<file path="config.mk">
export PLATFORM = sky130hd
export DESIGN_NAME = calc2_req_issuer
export DESIGN_NICKNAME = d
export VERILOG_FILES = /design/src/rtl/calc2_pkg.sv /design/src/rtl/calc2_req_fifo.sv /design/src/rtl/calc2_req_issuer.sv
export SDC_FILE = /design/constraint.sdc
export NUM_CORES = 1
export LEC_CHECK = 0
export BUFFER_PORTS_ARGS = -buffer_cell sky130_fd_sc_hd__buf_2
export CAP_MARGIN = 30
export CELL_PAD_IN_SITES_DETAIL_PLACEMENT = 1
export CELL_PAD_IN_SITES_GLOBAL_PLACEMENT = 1
export CORE_ASPECT_RATIO = 1.4
export CORE_MARGIN = 8
export CORE_UTILIZATION = 53
export CTS_CLUSTER_DIAMETER = 150
export DETAILED_ROUTE_END_ITERATION = 8
export PLACE_DENSITY_LB_ADDON = 0.1
export SETUP_SLACK_MARGIN = 0.5
export SYNTH_ARGS = -nofsm -noshare
export SYNTH_HDL_FRONTEND = slang
export SYNTH_HIERARCHICAL = 1
export SYNTH_SLANG_ARGS = --single-unit
export TNS_END_PERCENT = 100
</file>
<file path="constraint.sdc">
create_clock -name c_clk -period 16.13 [get_ports c_clk]
set_input_delay 0.8065 -clock c_clk [delete_from_list [all_inputs] [get_ports c_clk]]
set_output_delay 0.8065 -clock c_clk [all_outputs]
set_load 0.01 [all_outputs]
</file>
<file path="src/rtl/calc2_pkg.sv">
// rtl/calc2_pkg.sv - shared widths, command/response encodings and op record for the calc2 request path
package calc2_pkg;

    localparam int CMD_W    = 4;
    localparam int DATA_W   = 32;
    localparam int TAG_W    = 2;
    localparam int RESP_W   = 2;
    localparam int NUM_TAGS = 1 << TAG_W;

    typedef enum logic [CMD_W-1:0] {
        NOP = 4'd0,
        ADD = 4'd1,
        SUB = 4'd2,
        SHL = 4'd5,
        SHR = 4'd6
    } calc2_cmd_e;

    typedef enum logic [RESP_W-1:0] {
        NONE = 2'd0,
        OK   = 2'd1,
        ERR  = 2'd2,
        RSVD = 2'd3
    } calc2_resp_e;

    // cmd is kept as raw bits so unlisted opcodes pass through untouched
    typedef struct packed {
        logic [CMD_W-1:0]  cmd;
        logic [DATA_W-1:0] op1;
        logic [DATA_W-1:0] op2;
    } calc2_op_t;

    // Lowest-numbered tag whose busy bit is clear; 0 when none is free
    function automatic logic [TAG_W-1:0] lowest_free_tag(input logic [NUM_TAGS-1:0] busy);
        lowest_free_tag = '0;
        for (int i = NUM_TAGS - 1; i >= 0; i--) begin
            if (!busy[i]) begin
                lowest_free_tag = TAG_W'(i);
            end
        end
    endfunction

    // Number of busy tags, wide enough to hold NUM_TAGS itself
    function automatic logic [TAG_W:0] popcount_tags(input logic [NUM_TAGS-1:0] busy);
        popcount_tags = '0;
        for (int i = 0; i < NUM_TAGS; i++) begin
            popcount_tags = popcount_tags + {{TAG_W{1'b0}}, busy[i]};
        end
    endfunction

endpackage

</file>
<file path="src/rtl/calc2_req_fifo.sv">
// rtl/calc2_req_fifo.sv - synchronous op FIFO with wrap-bit pointers and registered ready
module calc2_req_fifo
    import calc2_pkg::*;
#(
    parameter int DEPTH = 4
) (
    input  logic      c_clk,
    input  logic      reset,
    input  logic      push_i,
    input  calc2_op_t push_data_i,
    input  logic      pop_i,
    output calc2_op_t pop_data_o,
    output logic      empty_o,
    output logic      ready_o
);

    localparam int AW = $clog2(DEPTH);

    calc2_op_t   mem_q [DEPTH];
    logic [AW:0] wr_ptr_q, wr_ptr_d;
    logic [AW:0] rd_ptr_q, rd_ptr_d;
    logic        ready_q;
    logic        full;
    logic        full_d;
    logic        do_push;
    logic        do_pop;

    // Same index with opposite wrap bit means every slot is occupied
    assign empty_o = (wr_ptr_q == rd_ptr_q);
    assign full    = (wr_ptr_q[AW] != rd_ptr_q[AW]) && (wr_ptr_q[AW-1:0] == rd_ptr_q[AW-1:0]);

    // A full FIFO refuses a push even when a pop frees a slot on the same edge
    assign do_push = push_i && !full;
    assign do_pop  = pop_i && !empty_o;

    assign pop_data_o = mem_q[rd_ptr_q[AW-1:0]];
    assign ready_o    = ready_q;

    // Next pointer values, and the fullness they imply for the registered ready
    always_comb begin
        wr_ptr_d = wr_ptr_q + {{AW{1'b0}}, do_push};
        rd_ptr_d = rd_ptr_q + {{AW{1'b0}}, do_pop};
        full_d   = (wr_ptr_d[AW] != rd_ptr_d[AW]) && (wr_ptr_d[AW-1:0] == rd_ptr_d[AW-1:0]);
    end

    // Pointer and ready registers; ready stays low throughout reset
    always_ff @(posedge c_clk) begin
        if (!reset) begin
            wr_ptr_q <= '0;
            rd_ptr_q <= '0;
            ready_q  <= 1'b0;
        end else begin
            wr_ptr_q <= wr_ptr_d;
            rd_ptr_q <= rd_ptr_d;
            ready_q  <= !full_d;
        end
    end

    // Storage array; contents are don't-care until written
    always_ff @(posedge c_clk) begin
        if (do_push) begin
            mem_q[wr_ptr_q[AW-1:0]] <= push_data_i;
        end
    end

endmodule

</file>
<file path="src/rtl/calc2_req_issuer.sv">
// rtl/calc2_req_issuer.sv - per-port op buffer, tag allocator and two-beat calc2 request driver
module calc2_req_issuer
    import calc2_pkg::*;
#(
    parameter int FIFO_DEPTH      = 4,
    parameter int MAX_OUTSTANDING = 4
) (
    input  logic              c_clk,
    input  logic              reset,
    input  logic              in_valid,
    output logic              in_ready,
    input  logic [CMD_W-1:0]  in_cmd,
    input  logic [DATA_W-1:0] in_op1,
    input  logic [DATA_W-1:0] in_op2,
    output logic [CMD_W-1:0]  req_cmd_out,
    output logic [DATA_W-1:0] req_data_out,
    output logic [TAG_W-1:0]  req_tag_out,
    input  logic [RESP_W-1:0] resp_in,
    input  logic [DATA_W-1:0] resp_data_in,
    input  logic [TAG_W-1:0]  resp_tag_in,
    output logic              cpl_valid,
    output logic [RESP_W-1:0] cpl_resp,
    output logic [DATA_W-1:0] cpl_data,
    output logic [TAG_W-1:0]  cpl_tag,
    output logic [CMD_W-1:0]  cpl_cmd,
    output logic [TAG_W:0]    outstanding,
    output logic              err_unexpected
);

    localparam logic [TAG_W:0] MAX_OUT = (TAG_W + 1)'(MAX_OUTSTANDING);

    typedef enum logic [1:0] {
        S_IDLE = 2'd0,
        S_OP1  = 2'd1,
        S_OP2  = 2'd2
    } state_e;

    state_e              state_q, state_d;
    logic [NUM_TAGS-1:0] busy_q, busy_d;
    logic [CMD_W-1:0]    tag_cmd_q [NUM_TAGS];
    logic [DATA_W-1:0]   op2_q, op2_d;

    logic [CMD_W-1:0]    req_cmd_q, req_cmd_d;
    logic [DATA_W-1:0]   req_data_q, req_data_d;
    logic [TAG_W-1:0]    req_tag_q, req_tag_d;

    logic                cpl_valid_q;
    logic [RESP_W-1:0]   cpl_resp_q;
    logic [DATA_W-1:0]   cpl_data_q;
    logic [TAG_W-1:0]    cpl_tag_q;
    logic [CMD_W-1:0]    cpl_cmd_q;
    logic [TAG_W:0]      outstanding_q;
    logic                err_q;

    calc2_op_t           in_op;
    calc2_op_t           head;
    logic                fifo_empty;
    logic                push;
    logic                alloc;
    logic                issue_ok;
    logic [TAG_W-1:0]    alloc_tag;
    logic                resp_hit;
    logic                resp_miss;

    assign in_op = '{cmd: in_cmd, op1: in_op1, op2: in_op2};
    assign push  = in_valid && in_ready;

    calc2_req_fifo #(
        .DEPTH (FIFO_DEPTH)
    ) u_fifo (
        .c_clk       (c_clk),
        .reset       (reset),
        .push_i      (push),
        .push_data_i (in_op),
        .pop_i       (alloc),
        .pop_data_o  (head),
        .empty_o     (fifo_empty),
        .ready_o     (in_ready)
    );

    // Allocation always looks at the busy vector before this edge, so a tag
    // freed by a response on the same edge only becomes usable one edge later
    assign alloc_tag = lowest_free_tag(busy_q);
    assign issue_ok  = !fifo_empty && !(&busy_q) && (popcount_tags(busy_q) < MAX_OUT);

    assign resp_hit  = (resp_in != NONE) && busy_q[resp_tag_in];
    assign resp_miss = (resp_in != NONE) && !busy_q[resp_tag_in];

    // Issue FSM: computes the next state and the next registered request beat
    always_comb begin
        state_d    = state_q;
        alloc      = 1'b0;
        op2_d      = op2_q;
        req_cmd_d  = NOP;
        req_data_d = '0;
        req_tag_d  = '0;
        case (state_q)
            S_IDLE, S_OP2: begin
                if (issue_ok) begin
                    state_d    = S_OP1;
                    alloc      = 1'b1;
                    req_cmd_d  = head.cmd;
                    req_data_d = head.op1;
                    req_tag_d  = alloc_tag;
                    op2_d      = head.op2;
                end else begin
                    state_d = S_IDLE;
                end
            end
            S_OP1: begin
                state_d    = S_OP2;
                req_data_d = op2_q;
            end
            default: begin
                state_d = S_IDLE;
            end
        endcase
    end

    // Busy vector update: a hit frees its tag, an issue claims the allocated one
    always_comb begin
        busy_d = busy_q;
        if (resp_hit) begin
            busy_d[resp_tag_in] = 1'b0;
        end
        if (alloc) begin
            busy_d[alloc_tag] = 1'b1;
        end
    end

    // State, request, tag table, completion and status registers
    always_ff @(posedge c_clk) begin
        if (!reset) begin
            state_q       <= S_IDLE;
            busy_q        <= '0;
            op2_q         <= '0;
            req_cmd_q     <= '0;
            req_data_q    <= '0;
            req_tag_q     <= '0;
            cpl_valid_q   <= 1'b0;
            cpl_resp_q    <= '0;
            cpl_data_q    <= '0;
            cpl_tag_q     <= '0;
            cpl_cmd_q     <= '0;
            outstanding_q <= '0;
            err_q         <= 1'b0;
            for (int i = 0; i < NUM_TAGS; i++) begin
                tag_cmd_q[i] <= '0;
            end
        end else begin
            state_q       <= state_d;
            busy_q        <= busy_d;
            op2_q         <= op2_d;
            req_cmd_q     <= req_cmd_d;
            req_data_q    <= req_data_d;
            req_tag_q     <= req_tag_d;
            cpl_valid_q   <= resp_hit;
            cpl_resp_q    <= resp_hit ? resp_in : '0;
            cpl_data_q    <= resp_hit ? resp_data_in : '0;
            cpl_tag_q     <= resp_hit ? resp_tag_in : '0;
            cpl_cmd_q     <= resp_hit ? tag_cmd_q[resp_tag_in] : '0;
            outstanding_q <= popcount_tags(busy_d);
            err_q         <= err_q || resp_miss;
            if (alloc) begin
                tag_cmd_q[alloc_tag] <= head.cmd;
            end
        end
    end

    assign req_cmd_out    = req_cmd_q;
    assign req_data_out   = req_data_q;
    assign req_tag_out    = req_tag_q;
    assign cpl_valid      = cpl_valid_q;
    assign cpl_resp       = cpl_resp_q;
    assign cpl_data       = cpl_data_q;
    assign cpl_tag        = cpl_tag_q;
    assign cpl_cmd        = cpl_cmd_q;
    assign outstanding    = outstanding_q;
    assign err_unexpected = err_q;

endmodule
</file>
==> reports/metrics.yaml <==
dpl-instance-area_sq_um: 16400
startpoint_type: "flip-flop"
hold_violations: 0
postSynth.asyncResetShare_pct: 0
wl_microns: 32800
period_minus_slack_ps: 3360
cp_top_family: "simple AND/OR/NAND/NOR gates"
power_density_nw_per_um2: 128
wire_per_inst_microns: 23.1
grt_pass1_wl_microns: 50700
start_util_pct: 53.4
nets: 1135
dieArea_sq_um: 34100
grt-busiest-layer: "met2"
worstSetupPathType: "flip-flop to flip-flop"
gp_congestion: 0.741
syn-cell-area_sq_um: 15000
tns_ps: 0
cts.htree.levels: 2
cts_hold_buffers: 0
met3_usage_pct: 4.18
maxSlewHeadroom_pct: 37.8
synth.avg_cell_area_sq_um: 18.3
synth_edf_count: 288
drtIter0Drc: 441
synth_cell_types: 44
peakVddDrop_v: 0.0000972
grt_usage_pct: 19.5
met2_usage_pct: 35.0
worst_slack_ps: 12770
die_h_microns: 215
hp-class: "flip-flop to flip-flop"
firstDrtPassIters: 4
grt_pass1_vias: 8824
final_layout_size_suffix_gt1_share_pct: 33.2
ys_seq_area_share_pct: 74.6
ant_nets: 0
pre_cts_ws_ps: 12780
synth_fp_nets: 937
timing.final.crit_share_pct: 20.9
status: "completed"
fillers: 2546
synth_cells: 820
layout_commonest_cell: "edfxtp_1"
syn_to_final_growth_pct: 17.3
fin_area_sq_um: 17600
required_ps: 16550
clkSinkCount: 416
fp.coreArea_sq_um: 28100
clk_path_buf_depth: 3
placementRows: 73
finalSetupViolations: 0
postCtsSetupRepairBufs: 0
ctsResizeCount: 0
crit_arrival_ps: 3780
cts_root_buf: "clkbuf_16"
multi_input_area_sq_um: 3550
port_buffers: 190
ys.flop_type: "edfxtp_1"
viasPerCell: 5.54
yosys_warnings: 6
critical_path_depth: 10
drv_slew: 0
seq_area_sq_um: 11200
antenna_found_initial: 4
die_w_microns: 158
via_count: 7877
fmax_ghz: 0.297
slowest_delay_ps: 790
end_kind: "flip-flop"
clock_latency_ps: 530
io_pins: 191
finalClockSkew_ps: 11.3
cap_viol_max_count: 0
path_max_fanout: 32
grtUsageMet1_pct: 22.6
synth_seq_cells: 416
hpwl_microns: 19900
final_util_pct: 62.7
rsz0062_at_grt: "no"
p_leak_nw: 6.58
cts_tree: "done"
clk_pin_slew_worst_paths_ps: 60
cp_slowest_cell: "dfxtp_4"
cts-buffers-inserted: 39
crit_buf_inv: 0
r2r_cells: 10
min_path_cells: 2
path_cells: "xnor2_1, nand2_1, nor2_1, or2_2, or4b_1, nand2_1, fa_1, ha_1, ha_1, and2_1"
grt_max_degree: 85
final_cell_mix: "edfxtp_1, buf_2, dfxtp_1, nand2_1, mux4_2"
worstMarginPinSlew_ps: 933
drcViolationCount: 0
grt_overflow_total: 0
-- layout make-up --
type	instances	area share (%)
Sequential cell	416	63.6
Clock buffer	59	6.30
Timing Repair Buffer	205	6.48
Clock inverter	10	0.596
Tap cell	375	2.66
Antenna cell	1	0.0142
Inverter	9	0.192
Multi-Input combinational cell	347	20.2
-- cells by family after synthesis --
family	after synthesis	synth area share [%]
AO/OA/AOI/OAI	55	3.00
AND/OR/NAND/NOR	168	5.74
flip-flops	416	74.6
XOR/XNOR	9	0.574
adder cells (fa/ha/maj)	10	0.932
buffers and inverters	57	2.10
multiplexers	105	13.1
-- stage by stage --
step / hold WS (ps) / power [W] / cells
final: 456 / 0.00226 / 1422
after global routing: 472 / 0.00234 / 1422
after detailed placement: 447 / 0.00140 / 1352
after floorplan: 434 / 0.00133 / 820
after CTS: 457 / 0.00228 / 1421
after global placement: 442 / 0.00139 / 1348
-- tightest hold or removal path, stage by stage (launching register included) --
cell     delay [ps]
dfxtp_1         320
nand2_1          60
o31ai_1          50
-- final timing paths --
check / startpoint / end / slack (ps)
worst max-delay path: u_fifo/rd_ptr_q[0] / outstanding[1] / 12770
worst min-delay path: err_unexpected / err_unexpected / 460
worst max register to register: u_fifo/rd_ptr_q[0] / outstanding[1] / 12770
worst min register to register: err_unexpected / err_unexpected / 460
-- cell usage after synthesis (2+ instances only) --
master	n	area [sq um]
inv_2	2	7.51
buf_4	5	37.5
a22o_1	32	280
o21ai_0	7	35.0
nand2_1	74	278
nand3_1	3	15.0
buf_6	9	101
a211oi_1	2	15.0
edfxtp_1	288	8650
o31ai_1	2	15.0
xor2_1	5	43.8
a31oi_1	4	25.0
fa_1	2	40.0
clkbuf_1	22	82.6
dfxtp_1	128	2560
mux2i_1	32	320
inv_1	7	26.3
nor3_1	2	10.0
mux4_2	73	1640
ha_1	8	100
xnor2_1	3	26.3
buf_2	12	60.1
and2_1	24	150
nor2_1	7	26.3
and3_1	48	300
-- where the power goes --
| part | internal, W | total (W) | switching (W) |
|---|---|---|---|
| registers | 0.00118 | 0.00121 | 0.0000231 |
| logic | 0.0000751 | 0.000167 | 0.0000916 |
| clock network | 0.000508 | 0.000882 | 0.000374 |
| total | 0.00177 | 0.00226 | 0.000489 |
-- flip-flops by register name (all words and copies together) (netlist names) --
signal	flops
u_fifo/rd_ptr_q	3
req_data_out	32
outstanding	3
u_fifo/mem_q	272
state_q	2
cpl_cmd	4
cpl_data	32
cpl_resp	2
req_cmd_out	4
req_tag_out	2
u_fifo/wr_ptr_q	3
tag_cmd_q	16
busy_q	4
u_fifo/ready_o	1
err_unexpected	1
op2_q	32
cpl_valid	1
cpl_tag	2
-- routing by layer --
layer	vias up	share of wire [%]
li1	3560	-
met5	-	0.11
met4	6	2.4
met3	57	5.9
met1	4032	39
met2	222	53
Power figures use the tool's default switching activity.
